## src/rtl/miss_request_issuer.sv

```systemverilog
// rtl/miss_request_issuer.sv - line-aligned miss push to miss-AR FIFO then memory read issue
//
// Ports:
//   clk, rst_n                         clock, synchronous active-low reset
//   valid_i / ready_o / addr_i         miss request from tag-check
//   write_en_o / full_i / wdata_o      push into miss-AR FIFO
//   mem_valid_o / mem_ready_i / mem_addr_o  line read request to memory
//   done_i                             one miss retired by the read miss handler
//   outstanding_o                      misses pushed but not yet retired
//   underflow_o                        sticky: retire seen with nothing outstanding
module miss_request_issuer #(
    parameter int ADDR_W          = 64,
    parameter int LINE_OFF_W      = 6,
    parameter int MAX_OUTSTANDING = 8,
    parameter int CNT_W           = $clog2(MAX_OUTSTANDING + 1)
) (
    input  logic              clk,
    input  logic              rst_n,
    input  logic              valid_i,
    output logic              ready_o,
    input  logic [ADDR_W-1:0] addr_i,
    output logic              write_en_o,
    input  logic              full_i,
    output logic [ADDR_W-1:0] wdata_o,
    output logic              mem_valid_o,
    input  logic              mem_ready_i,
    output logic [ADDR_W-1:0] mem_addr_o,
    input  logic              done_i,
    output logic [CNT_W-1:0]  outstanding_o,
    output logic              underflow_o
);

    typedef enum logic [1:0] {
        IDLE = 2'd0,
        PUSH = 2'd1,
        REQ  = 2'd2
    } state_t;

    state_t            state_q;
    state_t            state_d;
    logic [ADDR_W-1:0] addr_q;
    logic [CNT_W-1:0]  count_q;
    logic              underflow_q;
    logic              accept;

    // Handshake outputs are held low while reset is asserted so nothing leaks
    // out of a pre-reset state during the reset cycle itself.
    always_comb begin
        state_d     = state_q;
        ready_o     = 1'b0;
        write_en_o  = 1'b0;
        mem_valid_o = 1'b0;
        case (state_q)
            IDLE: begin
                ready_o = rst_n && (count_q < CNT_W'(MAX_OUTSTANDING));
                if (valid_i && ready_o) begin
                    state_d = PUSH;
                end
            end
            PUSH: begin
                write_en_o = rst_n && !full_i;
                if (!full_i) begin
                    state_d = REQ;
                end
            end
            REQ: begin
                mem_valid_o = rst_n;
                if (mem_ready_i) begin
                    state_d = IDLE;
                end
            end
            default: begin
                state_d = IDLE;
            end
        endcase
    end

    assign accept = valid_i && ready_o;

    always_ff @(posedge clk) begin
        if (!rst_n) begin
            state_q     <= IDLE;
            addr_q      <= '0;
            count_q     <= '0;
            underflow_q <= 1'b0;
        end else begin
            state_q <= state_d;
            if (accept) begin
                addr_q <= {addr_i[ADDR_W-1:LINE_OFF_W], {LINE_OFF_W{1'b0}}};
            end
            // A push and a retire in the same cycle cancel out.
            if (write_en_o && !done_i) begin
                count_q <= count_q + 1'b1;
            end else if (done_i && !write_en_o) begin
                if (count_q == '0) begin
                    underflow_q <= 1'b1;
                end else begin
                    count_q <= count_q - 1'b1;
                end
            end
        end
    end

    assign wdata_o       = addr_q;
    assign mem_addr_o    = addr_q;
    assign outstanding_o = count_q;
    assign underflow_o   = underflow_q;

endmodule

```

## config.mk

```make
export PLATFORM = sky130hd
export DESIGN_NAME = miss_request_issuer
export DESIGN_NICKNAME = d
export VERILOG_FILES = /design/src/rtl/miss_request_issuer.sv
export SDC_FILE = /design/constraint.sdc
export NUM_CORES = 1
export LEC_CHECK = 0
export CELL_PAD_IN_SITES_DETAIL_PLACEMENT = 0
export CELL_PAD_IN_SITES_GLOBAL_PLACEMENT = 1
export CORE_MARGIN = 10
export CORE_UTILIZATION = 43
export CTS_CLUSTER_DIAMETER = 80
export DETAILED_ROUTE_END_ITERATION = 16
export DONT_BUFFER_PORTS = 1
export PLACE_DENSITY_LB_ADDON = 0.1
export SYNTH_ARGS = -nofsm -noshare
export SYNTH_HDL_FRONTEND = slang
export SYNTH_SLANG_ARGS = --single-unit
```

## constraint.sdc

```tcl
create_clock -name clk -period 2.7 [get_ports clk]
set_input_delay 0.54 -clock clk [delete_from_list [all_inputs] [get_ports clk]]
set_output_delay 0.54 -clock clk [all_outputs]
set_load 0.02 [all_outputs]
```

==> flow_summary.ini, run 1 <==
[cts]
clockBufferDepth = 2
cts_made_buffers = 9
h-tree-depth = 3
ctsResizeCount = 0
holdBufCountCts = 0
root_buffer = clkbuf_8
cts.clk_slew.worst_paths_ns = 0.07
insertion_delay_ns = 0.33
cts_sinks = 65
cts_setup_buffers = 0
cts_tree = done

[floorplanning]
coreArea_sq_um = 7210
fp.dieH_microns = 106
ioPinCount = 206
die_w_microns = 106
initial_utilization = 0.440
die_area_sq_um = 11200
rows = 31

[detailed_routing]
num_vias = 1955
via_per_inst = 4.83
totalWireLength_mm = 7.34
ant_nets = 0
first_iter_violations = 50
dr.pass1.iters = 4
wl_per_cell_microns = 18.1
drc = 0

[power]
power_density_nw_per_um2 = 880
finalPower_mw = 2.53
ir_drop_uv = 319
p_leak_nw = 1.06

[synth]
async_flop_share = 0
syn_area_sq_um = 3180
yosysWarnings = 0
avgSynthCellArea_sq_um = 8.63
post_synth_num_cell_types = 34
seq_area_frac_synth = 0.410
netlist.top_cell.by_area = dfxtp_1
synth-seq-cells = 65
synth_enable_flop_cells = 0
synthTopCellsByArea = dfxtp_1 (41%), buf_4 (17%), nand2_1 (14%), a21boi_0 (12%), a21boi_2 (3.5%)
synthCells = 368
synthFlopType = dfxtp_1
synth_top_cell_area_share = 0.410

[timing]
maxSlewViolCount = 0
finalSetupViolCount = 0
max_freq_mhz = 482
holdWs_ns = 0.327
final-hold-violation-count = 0
relSlewSlack = 0.588
worst_slack_ns = 0.626
tightest_slew_ns = 0.617
period_minus_slack_ns = 2.07
tns_ns = 0
skew_ns = 0.00988
finalCritPeriodShare = 0.768
rsz0062_at_grt = no

[hold_path]
holdPathEnd = state_q[0]
hp-start = rst_n
hp-class = in2reg
hold_depth = 1

[global_routing]
grt_util_all_layers = 0.129
grt_first_pass_wirelength_mm = 11.5
globalRoute.busiestLayer = met2
met1_usage = 0.141
gr-total-overflow = 0
antenna_found_initial = 0
grt_pass1_vias = 1981
met2_usage = 0.199
grt_max_degree = 69
grtUsageMet3 = 0.0827

[critical_path]
worst-setup-path-type = reg2reg
crit_path_end_kind = flop
crit_path_cell_trace = nand4bb_1 > inv_1 > ha_1 > inv_1 > ha_1 > a21oi_1 > a211oi_1 > a31oi_1 > mux2i_1
critical_path.max_stage_delay_ns = 0.41
required_ns = 2.96
rr_endpoint = outstanding_o[3]
rr_worst_depth = 9
rrSetupSlack_ns = 0.63
timing.rr.start = state_q[1]
cp-start-kind = flop
path_max_fanout = 5
cp_slowest_cell = dfxtp_1
cp.arrival_ns = 2.33

[layout]
drive_gt1_frac = 0.0915
fillers = 788
syn_to_final_growth_pct = -9.53
nets = 377
antennaDiodeCount = 0

[run]
maxCapViolCount = 0

[placed_design]
port_buffers = 0
place.gp.congestion = 0.676
pre_cts_ws_ns = 0.470
hpwlAfterDp_mm = 5.25

[run_status]
status = finished, final reports clean
[Yosys cell counts, types with 2 or more instances]
cell type,count
nand2_1,122
buf_4,71
dfxtp_1,65
a21boi_0,49
a21boi_2,10
clkbuf_1,10
ha_1,4
inv_1,4
a21oi_1,3
buf_2,3
buf_6,3
buf_12,2
[area by class of cell]
| cell class | count | area, sq um | area share |
|---|---|---|---|
| inverters | 4 | 15.0 | 0.00523 |
| well taps | 99 | 124 | 0.0431 |
| multi-input cells | 220 | 1230 | 0.428 |
| repair buffers | 2 | 27.5 | 0.00958 |
| clock buffers | 11 | 131 | 0.0457 |
| clock inverters | 4 | 45.0 | 0.0157 |
| flip-flops and latches | 65 | 1300 | 0.453 |
[layer usage]
metal | vias up | routed length [microns]
met5 | - | 0
met4 | 0 | 82
met3 | 11 | 885
met2 | 106 | 3460
met1 | 882 | 2920
li1 | 956 | -
[report_power, final]
group          internal [mW]  switching, mW
Clock                  0.418          0.355
Sequential              1.06          0.324
Combinational          0.154          0.219
[worst max-delay path, delay by kind of cell, from the launching register on]
kind / cells / cell delay, ns
flip-flops: 1 / 0.41
multiplexers: 1 / 0.20
adder cells (fa/ha/maj): 2 / 0.50
buffers and inverters: 2 / 0.22
AO/OA/AOI/OAI: 3 / 0.48
AND/OR/NAND/NOR: 1 / 0.19
[layout by cell type, fill, tap and decap left out, types with 2 or more instances in the layout]
| cell | instances |
|---|---|
| a21boi_0 | 49 |
| ha_1 | 4 |
| a21oi_1 | 3 |
| clkinv_2 | 3 |
| inv_1 | 4 |
| clkbuf_8 | 9 |
| dfxtp_1 | 65 |
| conb_1 | 12 |
| nand2_1 | 121 |
| clkbuf_1 | 2 |
| a21boi_2 | 10 |
[flip-flops by register name, summed over array words and instances, names as in the netlist]
register and flops:
state_q 2, underflow_o 1, mem_addr_o 58, outstanding_o 4
[how the worst max path moves through the flow]
stage	slack, ns	from	depth (start not counted)	end
3_5_place_dp	0.47	full_i	9	outstanding_o[3]
6_report	0.63	state_q[1]	9	outstanding_o[3]
5_1_grt	0.37	state_q[1]	9	outstanding_o[3]
4_1_cts	0.59	outstanding_o[3]	4	mem_addr_o[29]
3_3_place_gp	0.52	full_i	9	outstanding_o[3]
2_1_floorplan	0.51	full_i	9	outstanding_o[3]
[metrics by stage]
| stage | cells | util | cell area [sq um] |
|---|---|---|---|
| floorplan | 379 | - | 3220 |
| detailed placement | 390 | 0.374 | 2700 |
| global route | 405 | 0.398 | 2870 |
| finish | 405 | 0.398 | 2870 |
| global placement | 390 | 0.374 | 2700 |
| CTS | 405 | 0.398 | 2870 |
[logic make-up (layout without fill, tap and decap cells)]
group / count (synthesis) / after routing / synth area share
compound gates: 67 / 67 / 0.168
xor+xnor: 2 / 2 / 0.00552
flops: 65 / 65 / 0.410
buf+inv: 94 / 21 / 0.217
simple gates: 133 / 133 / 0.173
mux: 1 / 1 / 0.00315
other cells: 1 / 12 / 0.00118
fa+ha+maj: 5 / 5 / 0.0221
(Power assumes the default switching activity.)
==> run 2: changes to the inputs <==
- ABC_AREA: unset -> 1
- CORE_UTILIZATION: 43 -> 37
- clock period: 2.7 -> 1.7 ns (I/O delays scaled with it)
==> run 2 against run 1 <==
  * Clock-buffer cell count down 1
  * Clock power up 73%
  * Via count up 4.9%
  * Die area up 7.3%
  * Critical path depth up 3
  * Combinational power rose to 2.5 times the previous value
  * Clock skew down 0.0032 ns
  * Fmax up 27%
  * Largest power group unchanged
  * Highest routed layer unchanged
==> flow_summary.ini, run 2 <==
[cts]
h-tree-depth = 3
cts_made_buffers = 9
cts_tree = done
cts_sinks = 65
cts.clk_slew.worst_paths_ns = 0.07
clockBufferDepth = 2
root_buffer = clkbuf_8
insertion_delay_ns = 0.33

[power]
seq_power_share = 0.519
switching_power_mw = 1.89
ir_drop_uv = 473
power.share.switching = 0.399
combPwrFrac = 0.199
clockPowerShare = 0.282
power_density_nw_per_um2 = 1630
p_leak_nw = 1.18
internal_power_mw = 2.85

[synth]
netlist.top_cell.by_area = dfxtp_1
async_flop_share = 0
synth_common_cells = nor2_1 (131), buf_4 (70), dfxtp_1 (65)
synth_top_cell_area_share = 0.437
post_synth_num_cell_types = 24
synth_enable_flop_cells = 0
syn_area_sq_um = 2980
synth_most_common_cell = nor2_1
avgSynthCellArea_sq_um = 7.66
synthTopCellsByArea = dfxtp_1 (44%), buf_4 (18%), nor2_1 (17%), o21ai_0 (8.1%), nand2_1 (1.8%)
yosysWarnings = 0
synthFlopType = dfxtp_1
synthCells = 389
seq_area_frac_synth = 0.437
synth-seq-cells = 65

[layout]
final_cells = 444
layout_commonest_cell = nor2_1
drive_gt1_frac = 0.132
syn_to_final_growth_pct = -2.44
nets = 411
layout_common_cells = nor2_1 (130), dfxtp_1 (64), o21ai_0 (48), nand2_1 (12), conb_1 (12)
largest_register_ff_count = 58
utilization = 0.374

[global_routing]
gr-total-overflow = 0
grt_util_all_layers = 0.119
grt_first_pass_wirelength_mm = 11.0
antenna_found_initial = 1
grt_pass1_vias = 2037
grt_max_degree = 61

[run_status]
status = finished, final reports clean

[floorplanning]
initial_utilization = 0.383
rows = 32
fp.dieH_microns = 110
ioPinCount = 206
die_area_sq_um = 12000
die_w_microns = 110
coreArea_sq_um = 7770

[detailed_routing]
ant_nets = 0
drc = 0
totalWireLength_mm = 7.57
first_iter_violations = 62
wl_per_cell_microns = 17.0
num_vias = 2050
dr.pass1.iters = 4
via_per_inst = 4.62

[timing]
rsz0062_at_grt = no
tns_ns = 0
finalSetupViolCount = 0
final-hold-violation-count = 0
skew_ns = 0.00663
period_minus_slack_ns = 1.63
max_freq_mhz = 613
maxSlewViolCount = 0
finalCritPeriodShare = 0.959

[critical_path]
path_max_fanout = 5
cp.arrival_ns = 1.86
cp-start-kind = flop
crit_path_end_kind = flop
required_ns = 1.93
worst-setup-path-type = reg2reg

[hold_path]
hp-class = in2reg

[placed_design]
port_buffers = 0
place.gp.congestion = 0.711
placedCellCount = 426
hpwlAfterDp_mm = 5.54

[run]
maxCapViolCount = 0
## run 2: changes by cell type in the layout (fill, tap and decap cells not counted), sizes merged, moves of 2 or more
cell      change
nor2        +131
o21ai        +58
clkinvlp      +2
buf          +11
a21boi       -59
nand2       -108
and2          -2
inv           +9
o21bai        +3
nand3         +3
## run 2: stage by stage
step	hold WS, ns	setup slack [ns]	power (mW)	area [sq um]
after global placement	0.445	0.0334	3.44	2670
after detailed placement	0.455	0.0237	3.44	2670
after CTS	0.0814	0.0135	4.81	2870
final	0.104	0.0700	4.74	2910
after global routing	0.0831	0.00638	5.07	2900
after floorplan	0.440	0.0104	3.44	3050
## run 2: area by class of cell
cell class | count | area, sq um
diodes | 1 | 2.50
inverters | 13 | 56.3
well taps | 102 | 128
fillers | 842 | 4860
flip-flops and latches | 65 | 1300
multi-input cells | 234 | 1090
repair buffers | 13 | 123
clock buffers | 10 | 138
clock inverters | 6 | 67.6
## run 2: logic make-up (layout without fill, tap and decap cells)
logic type      after synthesis  in the layout  synth area share
compound gates               64             64             0.111
xor+xnor                      1              1           0.00294
fa+ha+maj                     5              5            0.0235
buf+inv                     101             42             0.227
flops                        65             65             0.437
other cells                   1             13           0.00126
simple gates                152            152             0.197
## run 2: layer usage
| layer | track usage | vias to the layer above | wire, microns |
|---|---|---|---|
| met2 | 0.196 | 99 | 3630 |
| met3 | 0.0562 | 11 | 773 |
| met1 | 0.129 | 906 | 3090 |
| met5 | 0 | - | 0 |
| met4 | 0.0493 | 0 | 74 |
| li1 | - | 1034 | - |
## run 2: final timing paths
| check | start | to | slack, ns | cells after the start |
|---|---|---|---|---|
| setup / recovery | state_q[0] | outstanding_o[3] | 0.07 | 12 |
| hold / removal | mem_ready_i | state_q[1] | 0.10 | 1 |
| setup reg to reg | state_q[0] | outstanding_o[3] | 0.07 | 12 |
| hold reg to reg | state_q[1] | state_q[1] | 0.56 | 2 |
## run 2: worst max-delay path, cell delays in order (launching register included)
cell,delay (ns)
dfxtp_2,0.34
inv_2,0.05
nor2_4,0.10
nand2_2,0.06
inv_2,0.08
ha_4,0.16
inv_6,0.04
ha_4,0.21
or2_4,0.23
nand3_2,0.07
nand2_1,0.05
nor2_1,0.09
nor2_1,0.05
## run 2: timing repair
| item | in CTS | in global routing |
|---|---|---|
| gates resized for setup | 0 | 9 |
| endpoints found under the setup margin | 1 | 4 |
| buffers inserted | 0 | 1 |
| hold buffers | 0 | 0 |
| pin swaps | 1 | 8 |
## run 2: power by group through the flow
stage,Combinational (mW),Clock [mW],Sequential [mW]
2_1_floorplan,1.19,0,2.25
3_3_place_gp,0.929,0,2.51
3_5_place_dp,0.933,0,2.51
4_1_cts,0.936,1.40,2.47
5_1_grt,1.09,1.46,2.52
6_report,0.945,1.34,2.46
